<file path="src/rtl/ifu_fetch_if.sv">
// ifu_fetch_if: bundle of the fetch unit's memory-read and decoder-side signals.
//   master : fetch unit (drives araddr/arvalid/rready and the inst/pc/inst_valid/fetch_err
//            handoff to decode; consumes arready/rdata/rresp/rvalid/inst_ready/next_pc*).
//   slave  : memory plus decode/PC-select environment (mirror image of master).
interface ifu_fetch_if;
  logic [31:0] araddr;
  logic        arvalid;
  logic        arready;
  logic [31:0] rdata;
  logic [1:0]  rresp;
  logic        rvalid;
  logic        rready;
  logic [31:0] inst;
  logic [31:0] pc;
  logic        inst_valid;
  logic        inst_ready;
  logic [31:0] next_pc;
  logic        next_pc_valid;
  logic        fetch_err;

  modport master (
    output araddr, arvalid, rready, inst, pc, inst_valid, fetch_err,
    input  arready, rdata, rresp, rvalid, inst_ready, next_pc, next_pc_valid
  );

  modport slave (
    input  araddr, arvalid, rready, inst, pc, inst_valid, fetch_err,
    output arready, rdata, rresp, rvalid, inst_ready, next_pc, next_pc_valid
  );
endinterface

</file>
<file path="src/rtl/ifu_fetch.sv">
// ifu_fetch: single-outstanding instruction fetch unit.
//   clk  : sole clock, rising edge.
//   rst  : asynchronous active-high reset.
//   bus  : ifu_fetch_if.master -- read-address/read-data handshake to memory, instruction
//          handoff (inst/pc/inst_valid/inst_ready) to decode, next_pc/next_pc_valid from the
//          PC-select logic, and the sticky fetch_err flag.
// One fetch is in flight at a time: request pc, wait for data (bounded by TIMEOUT cycles),
// present the word, then wait for the next PC. A misaligned next PC halts until reset.
module ifu_fetch #(
  parameter logic [31:0] RESET_PC = 32'h8000_0000,
  parameter int unsigned TIMEOUT  = 255
) (
  input logic         clk,
  input logic         rst,
  ifu_fetch_if.master bus
);

  localparam int unsigned CntW = (TIMEOUT > 0) ? $clog2(TIMEOUT + 1) : 1;

  typedef enum logic [2:0] {
    StIdle,
    StReq,
    StWait,
    StValid,
    StNext,
    StHalt
  } state_e;

  state_e          state_q, state_d;
  logic [31:0]     pc_q, pc_d;
  logic [31:0]     inst_q, inst_d;
  logic [CntW-1:0] cnt_q, cnt_d;
  logic            err_q, err_d;

  always_ff @(posedge clk or posedge rst) begin
    if (rst) begin
      state_q <= StIdle;
      pc_q    <= RESET_PC;
      inst_q  <= 32'h0;
      cnt_q   <= '0;
      err_q   <= 1'b0;
    end else begin
      state_q <= state_d;
      pc_q    <= pc_d;
      inst_q  <= inst_d;
      cnt_q   <= cnt_d;
      err_q   <= err_d;
    end
  end

  always_comb begin
    state_d        = state_q;
    pc_d           = pc_q;
    inst_d         = inst_q;
    cnt_d          = cnt_q;
    err_d          = err_q;
    bus.arvalid    = 1'b0;
    bus.rready     = 1'b0;
    bus.inst_valid = 1'b0;

    unique case (state_q)
      StIdle: state_d = StReq;

      StReq: begin
        bus.arvalid = 1'b1;
        if (bus.arready) begin
          state_d = StWait;
          cnt_d   = '0;
        end
      end

      StWait: begin
        bus.rready = 1'b1;
        cnt_d      = cnt_q + CntW'(1);
        if (bus.rvalid) begin
          state_d = StValid;
          if (bus.rresp == 2'b00) begin
            inst_d = bus.rdata;
          end else begin
            inst_d = 32'h0;
            err_d  = 1'b1;
          end
        end else if (cnt_q == CntW'(TIMEOUT - 1)) begin
          // Last permitted WAIT cycle passed with no data: give up; any later rvalid is
          // dropped because we are no longer in WAIT.
          state_d = StValid;
          inst_d  = 32'h0;
          err_d   = 1'b1;
        end
      end

      StValid: begin
        bus.inst_valid = 1'b1;
        if (bus.inst_ready) state_d = StNext;
      end

      StNext: begin
        if (bus.next_pc_valid) begin
          if (bus.next_pc[1:0] == 2'b00) begin
            pc_d    = bus.next_pc;
            state_d = StReq;
          end else begin
            err_d   = 1'b1;
            state_d = StHalt;
          end
        end
      end

      StHalt: state_d = StHalt;

      default: state_d = StIdle;
    endcase
  end

  assign bus.araddr    = pc_q;
  assign bus.pc        = pc_q;
  assign bus.inst      = inst_q;
  assign bus.fetch_err = err_q;

endmodule

</file>
<file path="src/flat_wrapper.sv">
// flat-port wrapper written by rule: the top's interface ports become plain ports
module ifu_fetch_flat 
#(
  parameter logic [31:0] RESET_PC = 32'h8000_0000,
  parameter int unsigned TIMEOUT  = 255
)
  (clk, rst, bus_araddr, bus_arvalid, bus_rready, bus_inst, bus_pc, bus_inst_valid, bus_fetch_err, bus_arready, bus_rdata, bus_rresp, bus_rvalid, bus_inst_ready, bus_next_pc, bus_next_pc_valid);
  ifu_fetch_if bus_i ();
  input logic clk;
  input logic rst;
  output wire logic [$bits(bus_i.araddr)-1:0] bus_araddr;
  output wire logic [$bits(bus_i.arvalid)-1:0] bus_arvalid;
  output wire logic [$bits(bus_i.rready)-1:0] bus_rready;
  output wire logic [$bits(bus_i.inst)-1:0] bus_inst;
  output wire logic [$bits(bus_i.pc)-1:0] bus_pc;
  output wire logic [$bits(bus_i.inst_valid)-1:0] bus_inst_valid;
  output wire logic [$bits(bus_i.fetch_err)-1:0] bus_fetch_err;
  input wire logic [$bits(bus_i.arready)-1:0] bus_arready;
  input wire logic [$bits(bus_i.rdata)-1:0] bus_rdata;
  input wire logic [$bits(bus_i.rresp)-1:0] bus_rresp;
  input wire logic [$bits(bus_i.rvalid)-1:0] bus_rvalid;
  input wire logic [$bits(bus_i.inst_ready)-1:0] bus_inst_ready;
  input wire logic [$bits(bus_i.next_pc)-1:0] bus_next_pc;
  input wire logic [$bits(bus_i.next_pc_valid)-1:0] bus_next_pc_valid;
  assign bus_araddr = bus_i.araddr;
  assign bus_arvalid = bus_i.arvalid;
  assign bus_rready = bus_i.rready;
  assign bus_inst = bus_i.inst;
  assign bus_pc = bus_i.pc;
  assign bus_inst_valid = bus_i.inst_valid;
  assign bus_fetch_err = bus_i.fetch_err;
  assign bus_i.arready = bus_arready;
  assign bus_i.rdata = bus_rdata;
  assign bus_i.rresp = bus_rresp;
  assign bus_i.rvalid = bus_rvalid;
  assign bus_i.inst_ready = bus_inst_ready;
  assign bus_i.next_pc = bus_next_pc;
  assign bus_i.next_pc_valid = bus_next_pc_valid;
  ifu_fetch #(.RESET_PC(RESET_PC), .TIMEOUT(TIMEOUT)) u_core (.clk(clk), .rst(rst), .bus(bus_i));
endmodule
</file>
<file path="config.mk">
export PLATFORM = sky130hd
export DESIGN_NAME = ifu_fetch_flat
export DESIGN_NICKNAME = d
export VERILOG_FILES = /design/src/rtl/ifu_fetch_if.sv /design/src/rtl/ifu_fetch.sv /design/src/flat_wrapper.sv
export SDC_FILE = /design/constraint.sdc
export NUM_CORES = 1
export LEC_CHECK = 0
export CELL_PAD_IN_SITES_DETAIL_PLACEMENT = 0
export CELL_PAD_IN_SITES_GLOBAL_PLACEMENT = 2
export CORE_ASPECT_RATIO = 1.1
export CORE_MARGIN = 2
export CORE_UTILIZATION = 25
export CTS_BUF_LIST = sky130_fd_sc_hd__clkbuf_2
export DETAILED_ROUTE_END_ITERATION = 10
export PLACE_DENSITY_LB_ADDON = 0.1
export SYNTH_ARGS = -nofsm -noshare
export SYNTH_HDL_FRONTEND = slang
export SYNTH_SLANG_ARGS = --single-unit
</file>
<file path="constraint.sdc">
create_clock -name clk -period 2.92 [get_ports clk]
set_input_delay 0.584 -clock clk [delete_from_list [all_inputs] [get_ports clk]]
set_output_delay 0.584 -clock clk [all_outputs]
set_load 0.02 [all_outputs]
</file>
==> run metrics <==
status=completed; grt ovf=0; Fillers=1445; IO Pins=172; # resized after CTS=0; CTS tree=yes; Tmin final=2.75 ns; syn nets=424; post-route ant nets=0; Yosys reg bits=76; RSZ-0062 raised after global routing=no; HPWL Detailed=7.09 mm; Worst Tran Pin Value=0.755 ns; Syn Area/Cell=10.6 um2; worst reg2reg path startpoint=u_core.cnt_q[0]; fin worst setup slack=0.166 ns; Port Buf Inserts=171; crit path capture type=output port; Vias=3082; first-pass GRT wire length=16.9 mm; ys flop type=dfrtp_1; area grow syn2layout=48.6%; Max-Cap Viols=0; Initial Util=0.256; Peak VDD IR=0.226 mV; Final Setup Violations=0; row cnt=46; hold_buf cts=0; H-tree lvl count=3; vias per inst=4.51; wire length per cell=15.3 um; chip width=120 um; crit path DAT=2.17 ns; Skew-Pair Late Insertion Delay=0.53 ns; Total GRT Usage=0.135; final slew viol count=0; Cells after Synth=350; Post-synth EDFFs=0; initial antenna violation count=0; Post-CTS Setup Bufs=0; Synth Warn #=0; fin util=0.381; worst reg2reg endpoint=u_core.bus.inst[0]; async set or reset register ratio after synthesis=1.00; Nets=560; clock-pin slew on the worst setup and hold paths=0.24 ns; vias in the first global route=3042; die area=0.0158 mm2; commonest non-fill, non-tap cell in the layout=clkdlybuf4s50_1; TritonCTS Buffers=9; DP Cell Count=667; P per Cell Area=744 mW/mm2; commonest non-fill, non-tap cells in the layout=clkdlybuf4s50_1 (171), dfrtp_1 (75), o211ai_1 (66); Routed WL=10.5 mm; synth unique cells=35; ratio of cells with drive above 1 in the final layout=0.118; Max Fclk=363 MHz; Antenna Cells=0; Setup CP Type=reg2out; Max Root-Sink Buffers=2; Crit path required time=2.34 ns; clock sinks=76; Place WS=0.626 ns; Reg2Reg Setup Slack=0.88 ns; clk_skew=0.0363 ns; setup TNS=0 ns; Hold Vio Cnt, Final=0; Post-Layout Cell Count=683; crit path to=bus_rready; Root Buffer Master=clkbuf_2; start point of the critical path=u_core.state_q[0]; synthesized cell area=0.00370 mm2; GP Congestion=0.723; crit start category=flip-flop; R2R cell count=6; DRC errors left=0; Reg area=0.00190 mm2; Chip Height=132 um; drt initial violations=142; Worst slew margin=0.497; largest net degree at the start of global routing=47; HP Class=in2async; CP Max Fanout=10; drt first pass iters=4; fin crit share=0.943; Core Area=0.0144 mm2; multi-input logic area=0.00131 mm2; post-synthesis sequential area ratio=0.514; P_leak=2.40 nW
[area by class of cell]
class	instances	share of cell area
clock buffers	9	0.00819
clock inverters	7	0.0123
inverters	40	0.0275
multi-input cells	180	0.238
flip-flops and latches	76	0.346
well taps	192	0.0437
repair buffers	179	0.324
[logic make-up (layout without fill, tap and decap cells)]
logic type	Yosys count	after routing	synth area share
buffers and inverters	94	235	0.132
AOI/OAI and AO/OA	82	82	0.166
DFF	76	76	0.514
and+or+nand+nor	63	63	0.0814
muxes	33	33	0.0997
adders and majority gates	2	2	0.00676
[registers in the layout, summed over array words and instances (netlist names)]
name / cells
u_core.bus.inst: 32
u_core.bus.fetch_err: 1
u_core.cnt_q: 8
u_core.state_q: 3
u_core.bus.araddr: 32
[power by group]
part / total, W / internal, W / switching [W]
combinational: 0.00192 / 0.000986 / 0.000933
sequential: 0.00159 / 0.00133 / 0.000253
clock: 0.000586 / 0.000193 / 0.000394
[layer usage]
metal	part of all wire	track usage	vias up
met1	0.47	0.190	1462
met2	0.44	0.199	144
li1	-	-	1466
met5	0	0	-
met3	0.076	0.0334	10
met4	0.015	0.0490	0
[synth_stat cells (4+ instances only)]
| master | count | share of area |
|---|---|---|
| nand2_1 | 39 | 0.040 |
| buf_4 | 32 | 0.065 |
| o211ai_1 | 66 | 0.13 |
| mux2_2 | 31 | 0.094 |
| nand3_1 | 8 | 0.011 |
| inv_1 | 39 | 0.040 |
| dfrtp_1 | 75 | 0.51 |
| o21ai_0 | 4 | 0.0054 |
| clkbuf_1 | 18 | 0.018 |
[how the worst min path moves through the flow]
stage / start / to / slack (ns) / cells after the start
finish: rst / u_core.bus.araddr[8] / 0.43 / 2
global route: rst / u_core.bus.araddr[13] / 0.45 / 2
CTS: rst / u_core.bus.araddr[8] / 0.42 / 2
global placement: u_core.cnt_q[7] / u_core.cnt_q[7] / 0.47 / 1
floorplan: u_core.cnt_q[7] / u_core.cnt_q[7] / 0.45 / 1
detailed placement: u_core.cnt_q[7] / u_core.cnt_q[7] / 0.47 / 1
[metrics by stage]
stage | area [um2] | hold WS [ns] | total power [W]
floorplan | 3700 | 0.447 | 0.00270
global placement | 5390 | 0.471 | 0.00353
detailed placement | 5390 | 0.475 | 0.00355
CTS | 5500 | 0.416 | 0.00417
global route | 5500 | 0.445 | 0.00437
finish | 5500 | 0.430 | 0.00409
[critical path: stages, from the launching register on]
cell and delay, ns:
dfrtp_1 0.52, or3b_4 0.43, inv_2 0.10, clkdlybuf4s50_1 0.61
(Power assumes the default switching activity.)
